`config.mk`:
```
export PLATFORM = sky130hd
export DESIGN_NAME = mem_rmw_ctrl
export DESIGN_NICKNAME = d
export VERILOG_FILES = /design/src/rtl/mem_rmw_ctrl.sv
export SDC_FILE = /design/constraint.sdc
export NUM_CORES = 1
export LEC_CHECK = 0
export ABC_CLOCK_PERIOD_IN_PS = 3210
export CAP_MARGIN = 5
export CORE_ASPECT_RATIO = 0.5
export CORE_UTILIZATION = 41
export CTS_BUF_LIST = sky130_fd_sc_hd__clkbuf_16
export CTS_CLUSTER_DIAMETER = 40
export DETAILED_ROUTE_END_ITERATION = 8
export GPL_TIMING_DRIVEN = 0
export MAX_ROUTING_LAYER = met4
export PLACE_DENSITY = 0.83
export SETUP_SLACK_MARGIN = 0.4
export SYNTH_ARGS = -nofsm -noshare
export SYNTH_HDL_FRONTEND = slang
export SYNTH_SLANG_ARGS = --single-unit
```
`constraint.sdc`:
```
create_clock -name clk -period 3.21 [get_ports clk]
set_clock_uncertainty 0.1 [all_clocks]
set_input_delay 0.4815 -clock clk [delete_from_list [all_inputs] [get_ports clk]]
set_output_delay 0.4815 -clock clk [all_outputs]
set_load 0.005 [all_outputs]
```
`src/rtl/mem_rmw_ctrl.sv`:
```
// Single-access sequencer between the memory stage and a word-organised single-port RAM.
// Byte/halfword stores use read-modify-write. Optional MISALIGN_TRAP_EN makes misaligned
// accesses skip the memory and respond with an error.
module mem_rmw_ctrl #(
    parameter int unsigned ADDR_WIDTH = 32
) (
    input  logic                  clk,
    input  logic                  rst,
    input  logic                  req_valid_i,
    output logic                  req_ready_o,
    input  logic                  req_we_i,
    input  logic [1:0]            mem_type_i,
    input  logic [ADDR_WIDTH-1:0] addr_i,
    input  logic [31:0]           wdata_i,
    output logic                  rsp_valid_o,
    output logic [31:0]           rsp_rdata_o,
    output logic                  rsp_err_o,
    output logic                  mem_en_o,
    output logic                  mem_we_o,
    output logic [ADDR_WIDTH-1:0] mem_addr_o,
    output logic [31:0]           mem_wdata_o,
    input  logic [31:0]           mem_rdata_i
);

    localparam int unsigned DATA_WIDTH = 32;

    localparam logic [1:0] TYPE_BYTE = 2'b01;
    localparam logic [1:0] TYPE_HALF = 2'b10;

    typedef enum logic [2:0] {
        IDLE = 3'd0,
        WR   = 3'd1,
        RD   = 3'd2,
        MRG  = 3'd3,
        RESP = 3'd4
    } state_t;

    typedef struct packed {
        logic                  we;
        logic [1:0]            mem_type;
        logic [ADDR_WIDTH-1:0] addr;
        logic [DATA_WIDTH-1:0] wdata;
    } req_t;

    state_t state;
    state_t state_nxt;
    req_t   req_q;
    logic [DATA_WIDTH-1:0] rdata_q;
    logic   accept_c;
    logic   word_c;
    logic   trap_c;

    // Types 00 and 11 are both full-word accesses.
    function automatic logic is_word(input logic [1:0] mem_type);
        return mem_type[1] == mem_type[0];
    endfunction

    // Insert the right-aligned store lane into the old word at the addressed position.
    function automatic logic [DATA_WIDTH-1:0] merge_word(
        input logic [DATA_WIDTH-1:0] old_word,
        input logic [DATA_WIDTH-1:0] new_data,
        input logic [1:0]            mem_type,
        input logic [1:0]            offset
    );
        logic [DATA_WIDTH-1:0] merged;
        merged = old_word;
        if (mem_type == TYPE_BYTE) begin
            case (offset)
                2'd0:    merged[7:0]   = new_data[7:0];
                2'd1:    merged[15:8]  = new_data[7:0];
                2'd2:    merged[23:16] = new_data[7:0];
                default: merged[31:24] = new_data[7:0];
            endcase
        end else if (mem_type == TYPE_HALF) begin
            if (offset[1]) begin
                merged[31:16] = new_data[15:0];
            end else begin
                merged[15:0]  = new_data[15:0];
            end
        end else begin
            merged = new_data;
        end
        return merged;
    endfunction

    assign accept_c = req_valid_i && (state == IDLE);
    assign word_c   = is_word(mem_type_i);

`ifdef MISALIGN_TRAP_EN
    logic misalign_c;
    logic err_q;

    assign misalign_c = (mem_type_i == TYPE_HALF) ? addr_i[0]
                      : (word_c ? (addr_i[1:0] != 2'b00) : 1'b0);
    assign trap_c     = misalign_c;

    // Error flag travels with the request and is presented only in RESP.
    always_ff @(posedge clk or posedge rst) begin
        if (rst) begin
            err_q <= 1'b0;
        end else if (accept_c) begin
            err_q <= misalign_c;
        end
    end

    assign rsp_err_o = err_q && (state == RESP);
`else
    assign trap_c    = 1'b0;
    assign rsp_err_o = 1'b0;
`endif

    always_ff @(posedge clk or posedge rst) begin
        if (rst) begin
            state <= IDLE;
        end else begin
            state <= state_nxt;
        end
    end

    // Request fields are captured on accept so the core may drop them immediately.
    always_ff @(posedge clk or posedge rst) begin
        if (rst) begin
            req_q <= '0;
        end else if (accept_c) begin
            req_q.we       <= req_we_i;
            req_q.mem_type <= mem_type_i;
            req_q.addr     <= addr_i;
            req_q.wdata    <= wdata_i;
        end
    end

    always_ff @(posedge clk or posedge rst) begin
        if (rst) begin
            rdata_q <= '0;
        end else if ((state == MRG) && !req_q.we) begin
            rdata_q <= mem_rdata_i;
        end
    end

    always_comb begin
        state_nxt   = state;
        req_ready_o = 1'b0;
        rsp_valid_o = 1'b0;
        mem_en_o    = 1'b0;
        mem_we_o    = 1'b0;
        mem_wdata_o = '0;

        case (state)
            IDLE: begin
                req_ready_o = 1'b1;
                if (req_valid_i) begin
                    if (trap_c) begin
                        state_nxt = RESP;
                    end else if (req_we_i && word_c) begin
                        state_nxt = WR;
                    end else begin
                        state_nxt = RD;
                    end
                end
            end
            WR: begin
                mem_en_o    = 1'b1;
                mem_we_o    = 1'b1;
                mem_wdata_o = req_q.wdata;
                state_nxt   = RESP;
            end
            RD: begin
                mem_en_o  = 1'b1;
                state_nxt = MRG;
            end
            MRG: begin
                if (req_q.we) begin
                    mem_en_o    = 1'b1;
                    mem_we_o    = 1'b1;
                    mem_wdata_o = merge_word(mem_rdata_i, req_q.wdata,
                                             req_q.mem_type, req_q.addr[1:0]);
                end
                state_nxt = RESP;
            end
            RESP: begin
                rsp_valid_o = 1'b1;
                state_nxt   = IDLE;
            end
            default: begin
                state_nxt = IDLE;
            end
        endcase
    end

    // Word address is driven only while the memory is being accessed.
    assign mem_addr_o  = mem_en_o ? {req_q.addr[ADDR_WIDTH-1:2], 2'b00} : '0;
    assign rsp_rdata_o = rdata_q;

endmodule

```
==> impl_metrics.json <==
{
  "period_needed_ns": 2.87,
  "synth_ff_type": "dfrtp_1",
  "start_util": 0.433,
  "floorplan.die_area_mm2": 0.0143,
  "max_stage_delay_cell_worst_path": "clkdlybuf4s50_1",
  "tritoncts_clock_tree": "yes",
  "cp_top_family": "buffers and inverters",
  "first_pass_iters": 5,
  "antenna-diode-count": 0,
  "place_congestion": 0.906,
  "postSynthAreaPerCell_um2": 12.7,
  "grt_start_max_net_pins": 42,
  "row_count": 29,
  "syn-instance-count": 443,
  "io-pin-count": 203,
  "drt-initial-drc-count": 229,
  "grt_first_pass_wirelength_um": 25300,
  "timing.critical_path.to_type": "output port",
  "detail_route.drc_violations": 0,
  "overall_routing_resource_usage": 0.238,
  "post_synth_instance_area_mm2": 0.00565,
  "cap_violations": 0,
  "synthArstFlopShare": 1.00,
  "cp_cell_sequence": "buf_6 -> nand3b_1 -> a21oi_4 -> a22o_1 -> clkdlybuf4s50_1",
  "power_per_cell_area_mw_per_mm2": 970,
  "post-dp-hpwl_um": 11800,
  "hold_buffers": 0,
  "final_core_util": 0.660,
  "met3_wl_post_dr_um": 946,
  "cts-root-to-sink-buffers": 2,
  "antenna_left": 0,
  "setup.worst_path.end": "mem_wdata_o[6]",
  "globalRoute.totalOverflow": 0,
  "maxClockFrequency_mhz": 348,
  "cts-root-buf": "clkbuf_16",
  "final_common_cell": "clkdlybuf4s50_1",
  "finalHoldViolations": 0,
  "antenna_found_initial": 0,
  "seq_area_mm2": 0.00255,
  "cts.htree.levels": 3,
  "final-max-slew-violation-count": 0,
  "max_slew_margin": 0.587,
  "worstSkewPairLatency_ns": 0.35,
  "critPathBufInv": 2,
  "number_of_buffers_added_by_the_clock_tree_synthesis_step": 9,
  "rsz_0062_raised_after_global_routing": "true",
  "required_time_of_the_critical_path_ns": 2.63,
  "setup_tns_ns": 0,
  "seq_area_frac_synth": 0.452,
  "finalNetCount": 780,
  "fin_hold_ws_ns": 0.390,
  "reg2reg_from": "state[1]$_DFFE_PP0P_",
  "layout_common_cells": "180 x clkdlybuf4s50_1, 100 x dfrtp_1, 64 x mux2_4",
  "dr_wl_met2_um": 8260,
  "core_area_mm2": 0.0130,
  "layout-area-overhead-vs-synth_pct": 52.3,
  "syn_warnings": 0,
  "start_kind": "flop",
  "path_depth": 5,
  "worstHoldPathType": "flop to flop",
  "wl_per_cell_um": 19.5,
  "viasPerCell": 5.34,
  "tightestPinTransition_ns": 0.619,
  "die_x_um": 168,
  "critical_path_arrival_ns": 2.29,
  "layout-drive-gt1-share": 0.305,
  "placedInstanceArea_mm2": 0.00790,
  "vdd_drop_max_mv": 0.466,
  "place_inst": 816,
  "finalInstanceArea_mm2": 0.00860,
  "critPathKind": "flop to output port",
  "critical_path.max_fanout": 8,
  "r2r.worst_path.cells": 6,
  "run_status": "finished, final reports clean",
  "fillers": 933,
  "unique_masters_post_synth": 52,
  "worst_setup_path_startpoint": "req_q[65]$_DFFE_PP0P_",
  "final.period_utilization": 0.895,
  "fp.dieH_um": 85.0,
  "critical_path.reg2reg.endpoint": "req_q[34]$_DFFE_PP0P_",
  "place.port_buffers": 199,
  "cellLeakagePower_nw": 3.87,
  "synth_edf_count": 0,
  "highest_layer": "met4",
  "finalSetupViolations": 0,
  "synth_seq_cells": 102,
  "multiInputGateArea_mm2": 0.00291,
  "num_vias": 4552,
  "grt_pass1_vias": 4709,
  "worst_setup_hold_path_clk_slew_ns": 0.07,
  "crit_path_max_incr_delay_ns": 0.50,
  "wl_met1_um": 7080,
  "final_cell_count_no_fill": 853,
  "clkSinkCount": 102,
  "reg2reg_slack_ns": 1.33,
  "routed_wl_um": 16600
}
[routing by layer]
metal / vias to the layer above / track usage
met5: - / -
met4: 0 / 0.0792
met3: 26 / 0.0448
met2: 184 / 0.398
met1: 2277 / 0.292
li1: 2065 / -
[state kept, by name (all words and copies together), names as in the netlist]
name	count
req_q	67
state	3
rsp_rdata_o	32
[kinds of logic (layout without fill, tap and decap cells)]
family                    count (synthesis)  count (layout)  synth area share
xor gates and xnor gates                  2               2           0.00310
buffers and inverters                    39             277            0.0623
AOI/OAI and AO/OA                        81              81             0.108
and+or+nand+nor                         102             102             0.104
DFF                                     102             102             0.452
muxes                                   116             116             0.270
other                                     1               3          0.000664
[final cells by class]
| type | count | area share |
|---|---|---|
| Sequential cell | 102 | 0.297 |
| Buffer | 34 | 0.0455 |
| Inverter | 5 | 0.00262 |
| Timing Repair Buffer | 222 | 0.258 |
| Multi-Input combinational cell | 304 | 0.339 |
| Clock buffer | 9 | 0.0262 |
| Clock inverter | 7 | 0.00757 |
| Tap cell | 170 | 0.0247 |
[synth_stat cells (3+ instances only)]
| library cell | number | share of area |
|---|---|---|
| a211oi_1 | 14 | 0.019 |
| and3_1 | 10 | 0.011 |
| mux2_2 | 33 | 0.066 |
| a21o_1 | 3 | 0.0040 |
| and2_1 | 33 | 0.037 |
| mux2_4 | 64 | 0.17 |
| buf_2 | 4 | 0.0035 |
| a22o_1 | 8 | 0.012 |
| a31o_2 | 5 | 0.0078 |
| o21a_1 | 3 | 0.0040 |
| inv_1 | 5 | 0.0033 |
| nand3_1 | 3 | 0.0027 |
| buf_4 | 8 | 0.011 |
| nand2b_1 | 3 | 0.0033 |
| nand2_1 | 17 | 0.011 |
| a22oi_1 | 10 | 0.013 |
| nor2b_1 | 5 | 0.0055 |
| mux2i_1 | 17 | 0.030 |
| clkbuf_1 | 6 | 0.0040 |
| nor3_1 | 6 | 0.0053 |
| dfrtp_1 | 102 | 0.45 |
| o21ai_0 | 7 | 0.0062 |
| nor2_1 | 14 | 0.0093 |
| buf_6 | 8 | 0.016 |
| o21ai_1 | 11 | 0.0097 |
| a211o_1 | 6 | 0.0093 |
| buf_12 | 6 | 0.021 |
[metrics by stage]
| stage | power [W] | worst slack [ns] |
|---|---|---|
| final | 0.00834 | 0.336 |
| after global routing | 0.00877 | 0.280 |
| after CTS | 0.00811 | 0.325 |
| after detailed placement | 0.00674 | 0.413 |
| after global placement | 0.00662 | 0.350 |
| after floorplan | 0.00484 | 1.26 |
[power breakdown]
part,switching (W),total [W],internal (W)
registers,0.000521,0.00246,0.00194
logic,0.00181,0.00477,0.00296
clock network,0.000500,0.00110,0.000601
[worst min-delay path by stage]
stage                     slack [ns]                   startpoint                          end  cells past startpoint
final                           0.39   rsp_rdata_o[1]$_DFFE_PP0P_   rsp_rdata_o[1]$_DFFE_PP0P_                      1
after global routing            0.41  rsp_rdata_o[10]$_DFFE_PP0P_  rsp_rdata_o[10]$_DFFE_PP0P_                      1
after CTS                       0.40   rsp_rdata_o[1]$_DFFE_PP0P_   rsp_rdata_o[1]$_DFFE_PP0P_                      1
after detailed placement        0.38   rsp_rdata_o[1]$_DFFE_PP0P_   rsp_rdata_o[1]$_DFFE_PP0P_                      1
after global placement          0.37   rsp_rdata_o[1]$_DFFE_PP0P_   rsp_rdata_o[1]$_DFFE_PP0P_                      1
after floorplan                 0.37        req_q[34]$_DFFE_PP0P_        req_q[34]$_DFFE_PP0P_                      1
[worst register-to-register path: cells and delay by family, from the launching register on]
| family | cells | cell delay, ns |
|---|---|---|
| flops | 1 | 0.43 |
| simple gates | 2 | 0.38 |
| buf+inv | 3 | 0.54 |
| mux | 1 | 0.31 |
[repair_timing]
| item | 4_1_cts | 5_1_grt |
|---|---|---|
| setup buffers | 10 | 10 |
| endpoints found under the setup margin | 61 | 55 |
| resized for setup | 50 | 32 |
| pin swaps | 9 | 9 |
| cloned | 1 | 0 |
| hold endpoints to repair | 0 | 0 |
Power figures use the tool's default switching activity.
